## src/rtl/frame_mem_sched_pkg.sv

```systemverilog
// Shared types and geometry for the frame memory scheduler.
// Maps a panel pixel to its {bank, address} in the split frame memory.
package frame_mem_pkg;

    localparam int PANEL_W = 64;
    localparam int HALF_H  = 32;
    localparam int ADDR_W  = 12;

    typedef enum logic [1:0] {
        ST_IDLE,
        ST_RESTORE,
        ST_DRAW,
        ST_DONE
    } state_e;

    typedef struct packed {
        logic              bank;
        logic [ADDR_W-1:0] addr;
    } pix_loc_t;

    // Upper panel half lives in bank 0, lower half in bank 1.
    function automatic pix_loc_t pix_map(input logic [7:0] x,
                                         input logic [7:0] y);
        pix_loc_t   r;
        logic [7:0] row;
        r.bank = (y >= 8'(HALF_H));
        row    = r.bank ? (y - 8'(HALF_H)) : y;
        r.addr = ADDR_W'(row) * ADDR_W'(PANEL_W) + ADDR_W'(x);
        return r;
    endfunction

endpackage

```

## src/rtl/frame_mem_sched_walker.sv

```systemverilog
// Row-major walk over the cursor square from a base position.
// Produces the memory location, clip flag and last-pixel flag.
module cursor_pixel_walker
    import frame_mem_pkg::*;
#(
    parameter int CUR_SIZE = 2
) (
    input  logic              clk,
    input  logic              rst,
    input  logic [6:0]        base_x_i,
    input  logic [6:0]        base_y_i,
    input  logic              adv_i,
    output logic              clip_o,
    output logic              last_o,
    output logic              bank_o,
    output logic [ADDR_W-1:0] addr_o
);

    localparam int CW = (CUR_SIZE > 1) ? $clog2(CUR_SIZE) : 1;

    logic [CW-1:0] dx_q, dx_d;
    logic [CW-1:0] dy_q, dy_d;
    logic          last_x;
    logic [7:0]    x, y;
    pix_loc_t      loc;

    assign last_x = (dx_q == CW'(CUR_SIZE - 1));
    assign last_o = last_x && (dy_q == CW'(CUR_SIZE - 1));

    // Step dx, wrap into dy; wrap both after the last pixel.
    always_comb begin
        dx_d = dx_q;
        dy_d = dy_q;
        if (adv_i) begin
            if (last_x) begin
                dx_d = '0;
                dy_d = last_o ? '0 : dy_q + CW'(1);
            end else begin
                dx_d = dx_q + CW'(1);
            end
        end
    end

    // Walk counters.
    always_ff @(posedge clk) begin
        if (rst) begin
            dx_q <= '0;
            dy_q <= '0;
        end else begin
            dx_q <= dx_d;
            dy_q <= dy_d;
        end
    end

    assign x      = {1'b0, base_x_i} + 8'(dx_q);
    assign y      = {1'b0, base_y_i} + 8'(dy_q);
    assign clip_o = (x >= 8'(PANEL_W)) || (y >= 8'(2 * HALF_H));
    assign loc    = pix_map(x, y);
    assign bank_o = loc.bank;
    assign addr_o = loc.addr;

endmodule

```

## src/rtl/frame_mem_sched.sv

```systemverilog
// Frame memory port scheduler: display reads vs. cursor restore/draw.
// FRAME_MEM_CURSOR_RESTORE_EN enables restoring the old cursor area.
module frame_mem_sched
    import frame_mem_pkg::*;
#(
    parameter int          CUR_SIZE   = 2,
    parameter logic [11:0] CUR_COLOR  = 12'hFFF,
    parameter int          STARVE_MAX = 4
) (
    input  logic              clk,
    input  logic              rst,
    input  logic              disp_req,
    input  logic [ADDR_W-1:0] disp_addr,
    output logic              disp_gnt,
    output logic              disp_valid,
    output logic [23:0]       disp_data,
    input  logic              cur_req,
    input  logic [6:0]        cur_x,
    input  logic [6:0]        cur_y,
    output logic              cur_busy,
    output logic              cur_done,
    output logic [ADDR_W-1:0] mem_addr,
    output logic              mem_rd,
    output logic              mem_wr0,
    output logic              mem_wr1,
    output logic [11:0]       mem_wdata,
    input  logic [23:0]       mem_rdata,
    input  logic [11:0]       mem_b_rdata0,
    input  logic [11:0]       mem_b_rdata1
);

    localparam int SW = $clog2(STARVE_MAX + 1);

    state_e            state_q, state_d;
    logic [6:0]        new_x_q, new_x_d;
    logic [6:0]        new_y_q, new_y_d;
    logic [SW-1:0]     stall_q, stall_d;
    logic              disp_valid_q;

    logic              walk;
    logic              force_cur;
    logic              slot;
    logic              port_cur;
    logic [6:0]        base_x, base_y;
    logic              w_clip, w_last, w_bank;
    logic [ADDR_W-1:0] w_addr;

`ifdef FRAME_MEM_CURSOR_RESTORE_EN
    logic [6:0] old_x_q, old_y_q;
    logic       old_valid_q;

    // Old position becomes the restore source once a move finishes.
    always_ff @(posedge clk) begin
        if (rst) begin
            old_x_q     <= '0;
            old_y_q     <= '0;
            old_valid_q <= 1'b0;
        end else if (state_q == ST_DONE) begin
            old_x_q     <= new_x_q;
            old_y_q     <= new_y_q;
            old_valid_q <= 1'b1;
        end
    end

    assign base_x = (state_q == ST_RESTORE) ? old_x_q : new_x_q;
    assign base_y = (state_q == ST_RESTORE) ? old_y_q : new_y_q;
`else
    logic unused_bk;
    assign unused_bk = ^{mem_b_rdata0, mem_b_rdata1};
    assign base_x    = new_x_q;
    assign base_y    = new_y_q;
`endif

    assign walk      = (state_q == ST_RESTORE) || (state_q == ST_DRAW);
    assign force_cur = (stall_q == SW'(STARVE_MAX));
    assign disp_gnt  = disp_req && !force_cur;
    assign slot      = walk && (w_clip || !disp_gnt);
    assign port_cur  = walk && !w_clip && !disp_gnt;

    cursor_pixel_walker #(
        .CUR_SIZE (CUR_SIZE)
    ) u_walker (
        .clk      (clk),
        .rst      (rst),
        .base_x_i (base_x),
        .base_y_i (base_y),
        .adv_i    (slot),
        .clip_o   (w_clip),
        .last_o   (w_last),
        .bank_o   (w_bank),
        .addr_o   (w_addr)
    );

    // Move sequencing and new-position capture.
    always_comb begin
        state_d = state_q;
        new_x_d = new_x_q;
        new_y_d = new_y_q;
        unique case (state_q)
            ST_IDLE: begin
                if (cur_req) begin
                    new_x_d = cur_x;
                    new_y_d = cur_y;
`ifdef FRAME_MEM_CURSOR_RESTORE_EN
                    state_d = old_valid_q ? ST_RESTORE : ST_DRAW;
`else
                    state_d = ST_DRAW;
`endif
                end
            end
            ST_RESTORE: if (slot && w_last) state_d = ST_DRAW;
            ST_DRAW:    if (slot && w_last) state_d = ST_DONE;
            ST_DONE:    state_d = ST_IDLE;
            default:    state_d = ST_IDLE;
        endcase
    end

    // Count cycles the cursor loses to the display; any slot clears it.
    always_comb begin
        stall_d = stall_q;
        if (walk) begin
            stall_d = slot ? '0 : stall_q + SW'(1);
        end
    end

    // State, position and stall registers.
    always_ff @(posedge clk) begin
        if (rst) begin
            state_q      <= ST_IDLE;
            new_x_q      <= '0;
            new_y_q      <= '0;
            stall_q      <= '0;
            disp_valid_q <= 1'b0;
        end else begin
            state_q      <= state_d;
            new_x_q      <= new_x_d;
            new_y_q      <= new_y_d;
            stall_q      <= stall_d;
            disp_valid_q <= disp_gnt;
        end
    end

    // Memory port mux: display read, cursor write, or parked.
    always_comb begin
        mem_addr  = '0;
        mem_rd    = 1'b0;
        mem_wr0   = 1'b0;
        mem_wr1   = 1'b0;
        mem_wdata = '0;
        if (disp_gnt) begin
            mem_addr = disp_addr;
            mem_rd   = 1'b1;
        end else if (port_cur) begin
            mem_addr  = w_addr;
            mem_wr0   = !w_bank;
            mem_wr1   = w_bank;
            mem_wdata = CUR_COLOR;
`ifdef FRAME_MEM_CURSOR_RESTORE_EN
            if (state_q == ST_RESTORE) begin
                mem_wdata = w_bank ? mem_b_rdata1 : mem_b_rdata0;
            end
`endif
        end
    end

    assign cur_busy   = (state_q != ST_IDLE);
    assign cur_done   = (state_q == ST_DONE);
    assign disp_valid = disp_valid_q;
    assign disp_data  = mem_rdata;

endmodule

```

## config.mk

```make
export PLATFORM = sky130hd
export DESIGN_NAME = frame_mem_sched
export DESIGN_NICKNAME = d
export VERILOG_FILES = /design/src/rtl/frame_mem_sched_pkg.sv /design/src/rtl/frame_mem_sched_walker.sv /design/src/rtl/frame_mem_sched.sv
export SDC_FILE = /design/constraint.sdc
export NUM_CORES = 1
export LEC_CHECK = 0
export BUFFER_PORTS_ARGS = -buffer_cell sky130_fd_sc_hd__buf_2
export CORE_MARGIN = 2
export CORE_UTILIZATION = 45
export CTS_CLUSTER_SIZE = 20
export DETAILED_ROUTE_END_ITERATION = 7
export GPL_TIMING_DRIVEN = 1
export PLACE_DENSITY_LB_ADDON = 0.25
export REMOVE_ABC_BUFFERS = 1
export SYNTH_ARGS = -nofsm -noshare
export SYNTH_HDL_FRONTEND = slang
export SYNTH_SLANG_ARGS = --single-unit
```

## constraint.sdc

```tcl
create_clock -name clk -period 4.15 [get_ports clk]
set_input_delay 0.415 -clock clk [delete_from_list [all_inputs] [get_ports clk]]
set_output_delay 0.415 -clock clk [all_outputs]
set_load 0.02 [all_outputs]
```

# Yosys cells after proc, flatten, opt, wreduce, memory -nomap -nowiden

Index checks and enable logic that the tools add are counted.

Register bits after elaboration: 22
Word-level logic and storage cells: 59

$add $sub $neg: 7
$lt $le $gt $ge: 3
Eq/ne operators: 7
Mux-type cells: 17
Reduce and logical (&&, ||, !) cells: 18

Operators with widths:

| kind                                                               | number |
|---|---|
| 2-to-1 mux 12 bit                                                  | 4 |
| adder 7 x 1 -> 8 bit                                               | 2 |
| greater-or-equal comparator 8 x 7 -> 1 bit (second input constant) | 2 |
| adder 12 x 8 -> 12 bit                                             | 1 |
| greater-or-equal comparator 8 x 6 -> 1 bit (second input constant) | 1 |
| case mux 2 bit (4 select lines)                                    | 1 |
| 2-to-1 mux 1 bit                                                   | 7 |
| logical AND 1 bit                                                  | 6 |
| 2-to-1 mux 2 bit                                                   | 3 |
| 2-to-1 mux 6 bit                                                   | 1 |
| subtractor 6 bit (second input constant)                           | 1 |
| == test 2 bit (second input constant)                              | 2 |
| logical NOT 1 bit                                                  | 4 |
| inequality test 2 x 1 -> 1 bit (second input constant)             | 2 |
| AND reduction 2 bit                                                | 2 |
| adder 3 x 1 -> 3 bit (second input constant)                       | 1 |
| == test 3 bit (second input constant)                              | 1 |
| logical OR 1 bit                                                   | 3 |
| 2-to-1 mux 3 bit                                                   | 1 |
| AND reduction 3 bit                                                | 1 |
| adder 1 bit (second input constant)                                | 2 |
| == test 2 x 1 -> 1 bit (second input constant)                     | 1 |
| logical NOT 2 bit                                                  | 1 |
| inequality test 2 bit (second input constant)                      | 1 |
| nonzero test 2 bit                                                 | 1 |

# Depth between registers and ports, before layout

Word-level depth: 9
Gate-level depth with buffers: 12
Gate-level depth less buffers: 12

# Modules after synthesis

A second synthesis with hierarchy kept.

Cell total of the unflattened synthesis: 237
Area total of the unflattened synthesis: 1915.6 um2

Modules (own cells, without submodules):

| module              | instances | cells each | area each (um2) | sequential area each (um2) |
|---|---|---|---|---|
| frame_mem_sched     | 1         | 160        | 1322.5          | 400.4 |
| cursor_pixel_walker | 1         | 77         | 593.1           | 40.0 |

# Worst setup path before layout

OpenSTA, ideal clock, no wires.

Path kind: flip-flop to output port
Start: register u_walker.dx_q
End: output mem_addr[10]
Data arrival time: 2.737 ns
Required time: 3.735 ns
Slack: 0.998 ns
Stages on the path, launching flop included: 13
Buffers on the path: 0
Cell sequence: dfxtp_1 -> ha_1 -> ha_1 -> and3_4 -> nand2_1 -> xnor2_1 -> ha_1 -> fa_1 -> o21a_1 -> a31o_2 -> a32oi_1 -> xor2_1 -> o21ai_1

Longest elaborated chain between the ends: 8
Elaborated cells between the ends (all ways): 9
Those cells by class: add/sub (2); order compare (1); mux (2); reduce/logical (4)

Ends and longest elaborated chain:

| element                                    | RTL line                     | RTL |
|---|---|---|
| start, declared                            | frame_mem_sched_walker.sv:21 | `logic [CW-1:0] dx_q, dx_d;` |
| start signal, assigned                     | frame_mem_sched_walker.sv:47 | `dx_q <= '0;` |
| start signal, assigned                     | frame_mem_sched_walker.sv:50 | `dx_q <= dx_d;` |
| adder 7 x 1 -> 8 bit *                     | frame_mem_sched_walker.sv:55 | `assign x = {1'b0, base_x_i} + 8'(dx_q);` |
| greater-or-equal comparator 8 x 7 -> 1 bit | frame_mem_sched_walker.sv:57 | `assign clip_o = (x >= 8'(PANEL_W)) \|\| (y >= 8'(2 * HALF_H));` |
| logical OR 1 bit                           | frame_mem_sched_walker.sv:57 |  |
| logical NOT 1 bit                          | frame_mem_sched.sv:78        | `assign port_cur = walk && !w_clip && !disp_gnt;` |
| logical AND 1 bit (2 in a row)             | frame_mem_sched.sv:78        |  |
| 2-to-1 mux 12 bit *                        | frame_mem_sched.sv:153       | `end else if (port_cur) begin` |
| 2-to-1 mux 12 bit *                        | frame_mem_sched.sv:150       | `if (disp_gnt) begin` |
| end, declared                              | frame_mem_sched.sv:22        | `output logic [ADDR_W-1:0] mem_addr,` |

Every way passes the cells marked *; elsewhere a longest branch is shown, timed or not.

# Worst setup path in the final report

Ends and elaborated chain as after synthesis.

==> metrics.md <==
| Metric | Value |
|---|---|
| Io pins | `133` |
| CP Data Required Time | `3730 ps` |
| Hpwl dp | `3757 microns` |
| CTS Buffer Depth | `2` |
| Detail Route Antenna Nets | `0` |
| PortBufs | `60` |
| Via count | `1600` |
| Post-CTS Setup Inserts | `0` |
| Crit-path slowest cell | `fa_1` |
| Tcrit/Tclk final | `0.8759` |
| Die area | `0.004821 sq mm` |
| FFs w/ async S/R, synth | `0` |
| GPL Wtd Cong | `0.7924` |
| Sw Share | `0.4714` |
| Yosys warns | `0` |
| Largest net degree at the start of global routing | `25` |
| H-tree depth | `1` |
| Final Hold Vio Count | `0` |
| Max stage delay on crit path | `450 ps` |
| Comb power frac | `0.525` |
| Startpoint Class | `register` |
| TNS Setup | `0 ps` |
| Setup Skew | `4.091 ps` |
| Fin util | `0.5005` |
| Seq/Total Area, Yosys | `0.2286` |
| RSZ-0062 raised after global routing | `no` |
| Slew headroom | `0.4434` |
| Highest achievable clock rate | `275.1 MHz` |
| Starting DRC count in detailed routing | `43` |
| First-pass GRT wire length | `7169 microns` |
| FF-to-FF setup slack | `1470 ps` |
| # Max-Cap Violations | `0` |
| Simple-gate share of the synthesized area | `0.2234` |
| Grt ovf | `0` |
| Post-synthesis adder-cell area fraction | `0.1078` |
| Reg clk slew, reported paths | `80 ps` |
| Int Pwr | `0.0005141 W` |
| Minimum clock period | `3635 ps` |
| Initial antenna violation count | `0` |
| Critical-path maximum fanout | `5` |
| Hold Buf Count CTS | `0` |
| Area of the core | `0.004058 sq mm` |
| Mux share of post-synthesis cell area | `0.01623` |
| Filler Cells Inserted | `419` |
| Row count | `23` |
| WL final | `4708 microns` |
| Final setup viols | `0` |
| Pleak | `0.9456 nW` |
| CTS tree | `yes` |
| Slew @ Worst Pin | `834.5 ps` |
| Syn Inst Count | `245` |
| Hold/Removal Path Class | `input port to register` |
| DRC | `0` |
| Synth Area in Compound Gates | `0.1961` |
| Post-CTS Resized | `0` |
| Clock power frac | `0.162` |
| Flops & latches, synth | `22` |
| Sw power | `0.0004585 W` |
| Cell chain of the critical path | `ha_1 -> ha_1 -> and3_4 -> nand2_1 -> xnor2_1 -> ha_1 -> fa_1 -> o21a_1 -> a31o_2 -> a32oi_1 -> xor2_1 -> o21ai_1 -> buf_2` |
| Pre-antenna DRT Iters | `4` |
| Synth Cell Area | `0.001927 sq mm` |
| Final net count | `359` |
| Area delta synth->final | `5.390%` |
| Syn avg cell area | `7.865 sq um` |
| Worst VDD drop | `0.3038 mV` |
| Post-synth EDFFs | `0` |
| Yosys cell types | `43` |
| Die Wd | `69.44 microns` |
| Number of antenna diodes | `0` |
| Critical Path Sink Type | `output port` |
| Initial Util | `0.4749` |
| PwrDens | `479.0 mW/mm^2` |
| Skew-Pair Late Insertion Delay | `270 ps` |
| Largest family of logic cells by synthesized area | `simple AND/OR/NAND/NOR gates` |
| Die Span Y | `69.44 microns` |
| Share of layout cells above drive strength 1 | `0.3144` |
| DR WL/cell | `14.99 microns` |
| Final slew viol count | `0` |
| Total GRT Usage | `0.1900` |
| Vias per cell | `5.096` |
| Sequential power share | `0.313` |
| Clk sink count | `22` |
| CTS buffer count | `3` |
| Worst Path Class, Setup | `register to output port` |
| Post-Synth XOR/XNOR Area | `0.04545` |
| Critical Path AT | `3220 ps` |
| Number of global-route vias before repair | `1359` |
| Post-synth top flop | `dfxtp_1` |
| Outcome | `completed` |
| Most used cell, CP | `ha_1` |
| Root cell of the clock tree | `clkbuf_8` |
==> layer usage <==
metal / track usage / wire length [microns]
met5: 0.06667 / 39
met1: 0.2484 / 2104
met3: 0.1235 / 663
met4: 0.04575 / 48
met2: 0.2511 / 1851
==> flip-flops by register name, indices dropped and copies added, names as in the netlist <==
signal         flops
base_x             7
base_y             7
stall_q            3
state_q            2
disp_valid         1
u_walker.dx_q      1
u_walker.dy_q      1
==> critical path: cells and delay by family, from the launching register on <==
family | cells | cell delay [ps]
AOI/OAI and AO/OA | 4 | 660
xor gates and xnor gates | 2 | 310
adders and majority gates | 4 | 1120
buffers and inverters | 1 | 160
DFF | 1 | 410
and+or+nand+nor | 2 | 300
==> area by class of cell <==
type	count	area, sq um	area share
sequential	22	440.4	0.2169
tap	50	62.56	0.03081
timing repair buffer	60	300.3	0.1479
inverter	10	37.54	0.01848
clock buffer	4	55.05	0.02711
multi-input combinational	168	1135	0.5588
==> cells by family (layout without fill, tap and decap cells) <==
group,count (synthesis),in the layout
mux,3,3
xor+xnor,10,10
flops,22,22
fa+ha+maj,16,16
buf+inv,55,74
simple gates,90,90
compound gates,49,49
==> power groups by stage <==
stage / registers, W / logic, W / clock network, W
finish: 0.000304 / 0.000511 / 0.000158
detailed placement: 0.000310 / 0.000515 / 0
floorplan: 0.000298 / 0.000368 / 0
CTS: 0.000304 / 0.000520 / 0.000161
global route: 0.000313 / 0.000571 / 0.000166
global placement: 0.000309 / 0.000506 / 0
==> synthesized netlist by cell type, types with 2 or more instances <==
library cell  number  area share
buf_4             36        0.14
ha_1              15       0.097
a32oi_1            2      0.0091
nand3_1            7       0.018
xor2_1             4       0.018
a21o_2             2      0.0091
o21ai_1            7       0.018
inv_1             10       0.019
a21oi_1           20       0.052
nand2_1           59        0.11
o31ai_2            6       0.039
nand4_4            2       0.022
clkbuf_1           6       0.012
or3_1              2      0.0065
nor2_1             8       0.016
buf_2              2      0.0052
xnor2_1            6       0.027
nand2b_1           3      0.0097
dfxtp_1           22        0.23
and3_4             2       0.012
mux2i_1            2       0.010
==> final timing paths <==
path,endpoint,depth (start not counted),startpoint
max,mem_addr[10],13,u_walker.dx_q$_SDFFE_PP0N_
min,base_y[6]$_SDFFE_PP0P_,3,cur_y[6]
max reg2reg,state_q[1]$_SDFFE_PP0P_,9,stall_q[0]$_SDFFE_PP0N_
min reg2reg,base_x[0]$_SDFFE_PP0P_,2,base_x[0]$_SDFFE_PP0P_
==> stage by stage <==
| stage | hold WS, ps | std cells | setup WS, ps | power (W) | area (sq um) |
|---|---|---|---|---|---|
| after detailed placement | 456.9 | 310 | 807.2 | 0.0008253 | 1976 |
| final | 378.4 | 314 | 514.8 | 0.0009726 | 2031 |
| after global routing | 382.8 | 314 | 335.6 | 0.001050 | 2031 |
| after floorplan | 434.6 | 200 | 814.1 | 0.0006661 | 1613 |
| after CTS | 377.8 | 314 | 501.9 | 0.0009858 | 2031 |
| after global placement | 450.8 | 310 | 831.8 | 0.0008150 | 1976 |
==> placed cells by master (no fill, tap or decap), types with 7 or more instances in the layout <==
master   count
ha_1        15
nand3_1      7
buf_2       60
nand2_1     59
nor2_1       8
o21ai_1      7
a21oi_1     20
dfxtp_1     22
inv_1       10
(Power assumes the default switching activity.)
